File: config.mk
export PLATFORM = sky130hd
export DESIGN_NAME = alu_dispatch_unit
export DESIGN_NICKNAME = d
export VERILOG_FILES = /design/src/rtl/alu_pkg.sv /design/src/rtl/alu_dispatch_unit_decoder.sv /design/src/rtl/alu_dispatch_unit.sv
export SDC_FILE = /design/constraint.sdc
export NUM_CORES = 1
export LEC_CHECK = 0
export CORE_AREA = 2 2 172 174
export CTS_CLUSTER_SIZE = 8
export DETAILED_ROUTE_END_ITERATION = 8
export DIE_AREA = 0 0 174 176
export GPL_TIMING_DRIVEN = 1
export PLACE_DENSITY = 0.66
export SYNTH_ARGS = -nofsm -noshare
export SYNTH_HDL_FRONTEND = slang
export SYNTH_SLANG_ARGS = --single-unit
File: constraint.sdc
create_clock -name clk -period 3.6 [get_ports clk]
set_clock_uncertainty 0.05 [all_clocks]
set_input_delay 0.54 -clock clk [delete_from_list [all_inputs] [get_ports clk]]
set_output_delay 0.54 -clock clk [all_outputs]
set_load 0.1 [all_outputs]
File: src/rtl/alu_pkg.sv
// Shared definitions for the ALU dispatch stage and the ALU itself.
// Opcode constants, 17-bit ALU encodings and the dispatch state type.
package alu_pkg;

  localparam int XLEN_DEFAULT         = 64;
  localparam int OPCODE_WIDTH_DEFAULT = 17;

  localparam logic [6:0] OP_REG = 7'b0110011;
  localparam logic [6:0] OP_IMM = 7'b0010011;

  localparam logic [16:0] ADD_ENC  = 17'h00033;
  localparam logic [16:0] SUB_ENC  = 17'h10033;
  localparam logic [16:0] SLL_ENC  = 17'h000b3;
  localparam logic [16:0] SLT_ENC  = 17'h00133;
  localparam logic [16:0] XOR_ENC  = 17'h00233;
  localparam logic [16:0] SRL_ENC  = 17'h002b3;
  localparam logic [16:0] OR_ENC   = 17'h00333;
  localparam logic [16:0] AND_ENC  = 17'h003b3;
  localparam logic [16:0] MUL_ENC  = 17'h00433;
  localparam logic [16:0] ADDI_ENC = 17'h00013;
  localparam logic [16:0] SLLI_ENC = 17'h00093;
  localparam logic [16:0] SLTI_ENC = 17'h00113;
  localparam logic [16:0] XORI_ENC = 17'h00213;
  localparam logic [16:0] SRLI_ENC = 17'h00293;
  localparam logic [16:0] ORI_ENC  = 17'h00313;
  localparam logic [16:0] ANDI_ENC = 17'h00393;

  typedef enum logic [2:0] {
    IDLE,
    TRIG,
    WAIT_BUSY,
    WAIT_DONE,
    WB
  } dispatch_state_t;

endpackage

File: src/rtl/alu_dispatch_unit_decoder.sv
// Combinational RV64 integer decode: instruction to ALU op_code,
// immediate operand and legality.
module alu_op_decoder
  import alu_pkg::*;
#(
  parameter int XLEN         = XLEN_DEFAULT,
  parameter int OPCODE_WIDTH = OPCODE_WIDTH_DEFAULT
) (
  input  logic [31:0]             instr,
  output logic [OPCODE_WIDTH-1:0] op_code,
  output logic [XLEN-1:0]         imm,
  output logic                    use_imm,
  output logic                    legal
);

  logic [6:0] opcode;
  logic [2:0] funct3;
  logic       is_reg;
  logic       is_imm;
  logic       is_shift;
  logic       r_ext;
  logic       r_ok;
  logic       i_ok;
  logic       unused_fields;

  assign opcode   = instr[6:0];
  assign funct3   = instr[14:12];
  assign is_reg   = opcode == OP_REG;
  assign is_imm   = opcode == OP_IMM;
  assign is_shift = funct3 == 3'b001 || funct3 == 3'b101;

  // instr[30] selects SUB and instr[25] selects MUL; both need funct3 000
  assign r_ext = instr[30] | instr[25];
  assign r_ok  = !instr[31]
              && instr[29:26] == 4'b0000
              && !(instr[30] && instr[25])
              && (r_ext ? funct3 == 3'b000
                        : funct3 != 3'b011);
  assign i_ok  = is_shift ? instr[31:26] == 6'b000000
                          : funct3 != 3'b011;

  assign unused_fields = ^{instr[19:15], instr[11:7]};

  always_comb begin
    op_code = '0;
    imm     = '0;
    use_imm = 1'b0;
    legal   = 1'b0;
    unique case (1'b1)
      is_reg: begin
        op_code = OPCODE_WIDTH'({instr[30], 5'b0, instr[25],
                                 funct3, opcode});
        legal   = r_ok;
      end
      is_imm: begin
        op_code = OPCODE_WIDTH'({7'b0, funct3, opcode});
        use_imm = 1'b1;
        legal   = i_ok;
        imm     = is_shift
                ? {{(XLEN-6){1'b0}}, instr[25:20]}
                : {{(XLEN-12){instr[31]}}, instr[31:20]};
      end
      default: ;
    endcase
  end

endmodule

File: src/rtl/alu_dispatch_unit.sv
// Issue/writeback stage in front of the core ALU: decodes, triggers,
// tracks idle/busy/idle and returns the tagged result.
module alu_dispatch_unit
  import alu_pkg::*;
#(
  parameter int              XLEN           = XLEN_DEFAULT,
  parameter int              OPCODE_WIDTH   = OPCODE_WIDTH_DEFAULT,
  parameter int              TRIG_CYCLES    = 2,
  parameter int              TIMEOUT_CYCLES = 1024,
  parameter logic [XLEN-1:0] DEFAULT_DATA   = '0
) (
  input  logic                    clk,
  input  logic                    rst,
  input  logic                    in_valid,
  output logic                    in_ready,
  input  logic [31:0]             in_instr,
  input  logic [XLEN-1:0]         in_rs1_val,
  input  logic [XLEN-1:0]         in_rs2_val,
  output logic [XLEN-1:0]         alu_operand_1,
  output logic [XLEN-1:0]         alu_operand_2,
  output logic [OPCODE_WIDTH-1:0] alu_op_code,
  output logic                    alu_trig,
  input  logic                    alu_idle,
  input  logic [XLEN-1:0]         alu_result,
  output logic                    wb_valid,
  input  logic                    wb_ready,
  output logic [4:0]              wb_rd,
  output logic [XLEN-1:0]         wb_data,
  output logic                    wb_illegal,
  output logic                    wb_timeout
);

  localparam int TRIG_W = $clog2(TRIG_CYCLES + 1);
  localparam int TMO_W  = $clog2(TIMEOUT_CYCLES);

  dispatch_state_t state_q, state_d;

  logic [TRIG_W-1:0]       trig_cnt_q, trig_cnt_d;
  logic [TMO_W-1:0]        tmo_q, tmo_d;
  logic                    seen_busy_q, seen_busy_d;
  logic [XLEN-1:0]         op1_q, op1_d;
  logic [XLEN-1:0]         op2_q, op2_d;
  logic [OPCODE_WIDTH-1:0] opc_q, opc_d;
  logic [4:0]              rd_q, rd_d;
  logic [XLEN-1:0]         data_q, data_d;
  logic                    illegal_q, illegal_d;
  logic                    timeout_q, timeout_d;

  logic [OPCODE_WIDTH-1:0] dec_opc;
  logic [XLEN-1:0]         dec_imm;
  logic                    dec_use_imm;
  logic                    dec_legal;
  logic                    active;
  logic                    tmo_hit;

  alu_op_decoder #(
    .XLEN         (XLEN),
    .OPCODE_WIDTH (OPCODE_WIDTH)
  ) u_dec (
    .instr   (in_instr),
    .op_code (dec_opc),
    .imm     (dec_imm),
    .use_imm (dec_use_imm),
    .legal   (dec_legal)
  );

  assign active  = state_q == TRIG
                || state_q == WAIT_BUSY
                || state_q == WAIT_DONE;
  assign tmo_hit = tmo_q == TMO_W'(TIMEOUT_CYCLES - 1);

  always_comb begin
    state_d     = state_q;
    trig_cnt_d  = trig_cnt_q;
    tmo_d       = tmo_q;
    seen_busy_d = seen_busy_q;
    op1_d       = op1_q;
    op2_d       = op2_q;
    opc_d       = opc_q;
    rd_d        = rd_q;
    data_d      = data_q;
    illegal_d   = illegal_q;
    timeout_d   = timeout_q;
    unique case (state_q)
      IDLE: begin
        if (in_valid) begin
          op1_d       = in_rs1_val;
          op2_d       = dec_use_imm ? dec_imm : in_rs2_val;
          opc_d       = dec_opc;
          rd_d        = in_instr[11:7];
          tmo_d       = '0;
          trig_cnt_d  = '0;
          seen_busy_d = 1'b0;
          if (dec_legal) begin
            state_d = TRIG;
          end else begin
            illegal_d = 1'b1;
            data_d    = DEFAULT_DATA;
            state_d   = WB;
          end
        end
      end
      TRIG: begin
        seen_busy_d = seen_busy_q | ~alu_idle;
        if (trig_cnt_q == TRIG_W'(TRIG_CYCLES - 1)) begin
          state_d = WAIT_BUSY;
        end else begin
          trig_cnt_d = trig_cnt_q + TRIG_W'(1);
        end
      end
      WAIT_BUSY: begin
        if (!alu_idle || seen_busy_q) begin
          state_d = WAIT_DONE;
        end
      end
      WAIT_DONE: begin
        if (alu_idle) begin
          data_d  = alu_result;
          state_d = WB;
        end
      end
      WB: begin
        if (wb_ready) begin
          state_d   = IDLE;
          illegal_d = 1'b0;
          timeout_d = 1'b0;
        end
      end
      default: state_d = IDLE;
    endcase
    // a timeout overrides whatever progress the ALU made this cycle
    if (active) begin
      tmo_d = tmo_q + TMO_W'(1);
      if (tmo_hit) begin
        state_d   = WB;
        timeout_d = 1'b1;
        data_d    = DEFAULT_DATA;
      end
    end
  end

  always_ff @(posedge clk) begin
    if (rst) begin
      state_q     <= IDLE;
      trig_cnt_q  <= '0;
      tmo_q       <= '0;
      seen_busy_q <= 1'b0;
      op1_q       <= '0;
      op2_q       <= '0;
      opc_q       <= '0;
      rd_q        <= '0;
      data_q      <= DEFAULT_DATA;
      illegal_q   <= 1'b0;
      timeout_q   <= 1'b0;
    end else begin
      state_q     <= state_d;
      trig_cnt_q  <= trig_cnt_d;
      tmo_q       <= tmo_d;
      seen_busy_q <= seen_busy_d;
      op1_q       <= op1_d;
      op2_q       <= op2_d;
      opc_q       <= opc_d;
      rd_q        <= rd_d;
      data_q      <= data_d;
      illegal_q   <= illegal_d;
      timeout_q   <= timeout_d;
    end
  end

  assign in_ready      = state_q == IDLE;
  assign alu_trig      = state_q == TRIG;
  assign wb_valid      = state_q == WB;
  assign alu_operand_1 = op1_q;
  assign alu_operand_2 = op2_q;
  assign alu_op_code   = opc_q;
  assign wb_rd         = rd_q;
  assign wb_data       = data_q;
  assign wb_illegal    = illegal_q;
  assign wb_timeout    = timeout_q;

endmodule

; ---- After elaboration in Yosys (flattened, before gate mapping)
; Index checks and enable logic that the tools add are counted.
[classes]
n_eq_ne = 15
n_bitwise = 3
addsub = 2
n_reduce_logical = 24
muxes = 39
[op_table]
columns = cell, n
row1 = $mux 64, 8
row2 = $pmux 64 s2, 1
row3 = $pmux 17 s2, 1
row4 = $mux 10, 3
row5 = $mux 3, 8
row6 = $pmux 3 s5, 1
row7 = $mux 1, 11
row8 = $add 10x1->10 const B, 1
row9 = $eq 10x10->1 const B, 1
row10 = $reduce_bool 2->1, 4
row11 = $eq 7x5->1 const B, 1
row12 = $eq 7x6->1 const B, 1
row13 = $eq 3x1->1 const B, 2
row14 = $eq 3x2->1 const B, 2
row15 = $eq 3x3->1 const B, 2
row16 = $logic_not 3->1, 2
row17 = $logic_not 6->1, 1
row18 = $ne 2x2->1 const B, 3
row19 = $pmux 1 s2, 3
row20 = $reduce_and 2->1, 3
row21 = $logic_and 1x1->1, 4
row22 = $logic_not 4->1, 1
row23 = $logic_or 1x1->1, 4
row24 = $mux 2, 2
row25 = 10 further kinds, 13
[word_totals]
register_bits = 232
output_inout_bits = 219
word_cells = 94
in_bits = 229

; ---- Longest topological paths before layout
[logic_depth]
word_depth = 10
depth_mapped = 8
ltp_nobuf = 6

; ---- Modules after synthesis
; From an unflattened synthesis, not the netlist that was laid out.
[unflattened]
cells_unflattened = 1086
hier_area_um2 = 9516.6
[by_module_without_submodules]
columns = module, area_each_um2, seq_area_each_um2, cells_each, n_inst
row1 = alu_dispatch_unit, 8804.7, 4644.5, 988, 1
row2 = alu_op_decoder, 711.9, 0.0, 98, 1

; ---- Worst setup path before layout
; OpenSTA, ideal clock, no wires.
[synth_timing]
path_type = flip-flop to output port
from = register state_q[2]
to = output in_ready
n_path_buf = 2
stages_incl_launch_ff = 4
slack_ps = 322
arrival_ps = 2688
required_time_ps = 3010
cell_sequence = dfxtp_1 > clkbuf_1 > clkbuf_1 > nor3_1
[synth_via]
elab_chain_cells = 1
[synth_rtl]
columns = element, line_no
row1 = start: declaration, alu_dispatch_unit.sv:36  ; dispatch_state_t state_q, state_d;
row2 = start signal: assignment, alu_dispatch_unit.sv:156  ; state_q <= state_d;
row3 = $logic_not 3->1, alu_dispatch_unit.sv:170  ; assign in_ready = state_q == IDLE;
row4 = end: declaration, alu_dispatch_unit.sv:15  ; output logic in_ready,
; Every way passes these cells.

; ---- Final worst setup path
[layout_timing]
from = register op2_q[19], in the netlist alu_operand_2[19]
to = output alu_operand_2[19]
[layout_lines]
columns = element, line_no
row1 = start: declaration, alu_dispatch_unit.sv:42  ; logic [XLEN-1:0] op2_q, op2_d;
row2 = start signal: assignment, alu_dispatch_unit.sv:161  ; op2_q <= op2_d;
row3 = end: declaration, alu_dispatch_unit.sv:20  ; output logic [XLEN-1:0] alu_operand_2,
; No word-level cell between the ends.

==> results.txt <==
The flow ran to the end, and the final reports show no timing, DRC or antenna violations. Counting instances in the post-synthesis netlist gives the leading cell types as 227 x sky130_fd_sc_hd__dfxtp_1, 153 x sky130_fd_sc_hd__nand2_1, 132 x sky130_fd_sc_hd__a21oi_1, 132 x sky130_fd_sc_hd__nand3_1, 94 x sky130_fd_sc_hd__nor2_1. After detailed routing, the number of vias per cell comes to 5.19.

The clock latency reported for the late side of the worst-skew pair is 0.49 ns. For the sequential area share after synthesis, the log shows 48.9%. The synthesized design contains 227 register bits.

Of all flip-flops after synthesis, the portion carrying an async set or reset was 0%. The critical path's top delay family was buffers and inverters. Across the run, the number of max-cap violations was 0.

Ranked by total cell area, the synthesized netlist is headed by sky130_fd_sc_hd__dfxtp_1 49%, sky130_fd_sc_hd__a21oi_1 7.1%, sky130_fd_sc_hd__nand3_1 7.1%. Post-CTS timing repair inserted 0 buffers for setup. The area of the mapped netlist came out at 9290 sq um. STA classifies the critical path startpoint as a flip-flop. The post-layout net count was 1740; the length in cells of the worst reg-to-reg path was 6.

The routed design could run at a clock period as short as 2.68 ns. Summing internal, switching and leakage power gives 7170 uW. Summed over all cells, the static leakage comes to 0.00547 uW. Clock tree synthesis inserted a total of 34 buffers.

After clock tree synthesis, the clock-pin slew on the worst setup and hold paths is 0.05 ns. The hold violation count in the final report is 0. The clock root buffer master is sky130_fd_sc_hd__clkbuf_16.

The share of final-layout standard cells stronger than drive strength 1 is 4.70%, and the initial cell density of the core is 32.5%. Setup violations remaining at the end of the flow were counted as 0. In this run the vertical extent of the chip is 176 um. The tools report the timing startpoint of the critical path as alu_operand_2[19]$_SDFFE_PP0P_.

Final wirelength: 33900 um. The final period utilization was 74.3%; the initial antenna violation count was 3. TritonCTS built the clock tree. The floorplan step defined a die boundary enclosing 30600 sq um. The worst setup path is of the flip-flop to output pin kind.

The min-delay analysis places its worst path in the category input port to flip-flop. The critical path buffer and inverter count is 1, and the number of H-tree levels is 2. The area growth from synthesis to layout is 59.3%, and the leftover overflow at the end of global routing is 0. The startpoint identified for the worst hold timing path is rst. At the pin with the least slew margin, the transition time is 1.13 ns. Most instantiated flip-flop cell in the synthesis netlist: sky130_fd_sc_hd__dfxtp_1. In this run, distinct cell masters in the synthesized netlist total 48. For the worst setup path, the data arrival time is 2.09 ns.

The clock net in this run drives a total of 227 sinks. Of all nets on the critical path, the largest fanout is 2. The logs give 402 uV for the maximum VDD drop and 3.01 ns for the critical path required time.

For the via count of the first global-routing pass, the log shows 9373. Based on the critical path, the design can be clocked at up to 374 MHz. The average cell area after synthesis came out at 8.13 sq um.

In this run, synthesis inferred 0 flip-flops with an integrated enable. The worst hold slack after final layout came out at 0.347 ns. The number of instances in the synthesized netlist was 1143.

The run gives 21.0% as the all-layer global routing usage. The startpoint identified for the worst register-to-register timing path is state_q[2]$_SDFF_PP0_. Via count: 9852.

Capturing element type of the critical path: an output pin. The total I/O pin count was 448; the number of nets with antenna violations after detailed routing was 0. Dominant cell type by area after synthesis: sky130_fd_sc_hd__dfxtp_1. The core region is 28500 sq um. Measured against its own limit, the worst slew margin works out to 24.4%. The cell with the most instances after synthesis is sky130_fd_sc_hd__dfxtp_1. The worst-case register-to-register setup slack was 1.05 ns. At the end of routability-driven placement, the weighted congestion stood at 0.822. The tools report the wire length of the first global-routing pass as 52200 um. The worst hold path was traced through 2 stages. No sink is reached through more buffers than the 3 on the longest clock path. The tools report the final number of max-transition violations as 0. Routed wirelength normalized by instance count: 17.9 um.

Setup repair after global routing left no endpoint under its margin. Capturing point of the worst reg2reg path: wb_data[56]$_SDFF_PP0_. Row generation in the floorplan step produced 62 rows. The run gives 0 as the total of warnings raised by yosys. The first detailed-routing pass ran for 5 iterations. The worst hold path terminates at wb_rd[3]$_SDFFE_PP0P_.

For the DRC violation count after routing, the log shows 0. Post-CTS repair changed the size of 0 cells. The share of synthesized area in the top cell type comes to 48.9%. The detailed-placement wirelength estimate is 22500 um. Power spread over the standard cell area amounts to 485 nW/um^2. Measured along the x axis, the die boundary spans 174 um. Entering global routing, the biggest net connects 193 pins. Summed over all failing endpoints, the final setup total negative slack is 0 ns. Walking the worst path, the cells encountered are clkdlybuf4s50_1. Total of hold buffers inserted after clock tree synthesis: 0. The slowest stage of the critical path belongs to the cell sky130_fd_sc_hd__clkdlybuf4s50_1. Delay of the slowest cell on the worst path: 1.19 ns. In this run the tool buffered the top-level ports with 437 buffer cells.

In this run, the number of DRC markers left after iteration 0 of detailed routing was 788.
-- cell usage in the layout (no fill, tap or decap), types with 13 or more instances in the layout --
master and count:
sky130_fd_sc_hd__nand2_1 153, sky130_fd_sc_hd__nor3_1 69, sky130_fd_sc_hd__o2111ai_1 64, sky130_fd_sc_hd__a21oi_1 132, sky130_fd_sc_hd__nor2_1 93, sky130_fd_sc_hd__nand4_1 65, sky130_fd_sc_hd__dfxtp_1 227, sky130_fd_sc_hd__a211oi_1 13
sky130_fd_sc_hd__clkdlybuf4s50_1 430, sky130_fd_sc_hd__nand3_1 132, sky130_fd_sc_hd__clkbuf_16 34
-- final cells by class --
type | count | area (sq um)
clock buffers | 35 | 855
fillers | 2721 | 13800
clock inverters | 4 | 63.8
multi-input cells | 790 | 4240
inverters | 4 | 15.0
diodes | 3 | 7.51
flip-flops and latches | 227 | 4540
repair buffers | 452 | 4590
well taps | 384 | 480
-- per-stage QoR --
step	util, %	cells	setup slack (ns)	area (sq um)
global placement	48.6	1857	0.585	13900
finish	51.8	1899	0.925	14800
detailed placement	48.6	1857	0.571	13900
global route	51.8	1899	0.889	14800
floorplan	-	1147	0.322	9310
CTS	51.8	1896	0.904	14800
-- sequential cells by signal, indices dropped and copies added, names as in the netlist --
signal and flops:
alu_operand_1 64, alu_operand_2 64, wb_data 64, alu_op_code 12, tmo_q 10, wb_rd 5, state_q 3, trig_cnt_q 2
seen_busy_q 1, wb_illegal 1, wb_timeout 1
-- metal layers --
| layer | vias up | wire length [um] | share of wire (%) | GRT usage [%] |
|---|---|---|---|---|
| met3 | 93 | 3010 | 8.9 | 6.83 |
| met5 | - | 0 | 0 | 0 |
| met4 | 0 | 1590 | 4.7 | 10.4 |
| met1 | 4565 | 13200 | 39 | 24.8 |
| met2 | 368 | 16100 | 47 | 34.6 |
| li1 | 4826 | - | - | - |
-- how the worst max path moves through the flow --
stage | end | slack (ns) | cells past startpoint
2_1_floorplan | in_ready | 0.32 | 3
3_3_place_gp | state_q[0]$_SDFF_PP0_ | 0.58 | 7
3_5_place_dp | state_q[0]$_SDFF_PP0_ | 0.57 | 7
4_1_cts | alu_operand_2[13] | 0.90 | 1
5_1_grt | alu_operand_2[15] | 0.89 | 1
6_report | alu_operand_2[19] | 0.92 | 1
-- cells by family (layout without fill, tap and decap cells) --
kind of cell / count (synthesis) / in the layout / share of synthesized area (%)
and+or+nand+nor: 542 / 542 / 27.5
AOI/OAI and AO/OA: 229 / 229 / 16.1
DFF: 227 / 227 / 48.9
buffers and inverters: 130 / 495 / 6.01
xor gates and xnor gates: 6 / 6 / 0.566
muxes: 6 / 6 / 0.646
adders and majority gates: 2 / 2 / 0.269
other: 1 / 8 / 0.0404
-- power by group --
part           internal [uW]  switching (uW)  leakage, uW  total [uW]
sequential              2630            60.8      0.00186        2690
clock                   1750            1090     0.000450        2830
combinational            485            1160      0.00316        1650
No activity file was read; power rests on OpenSTA's default activity.
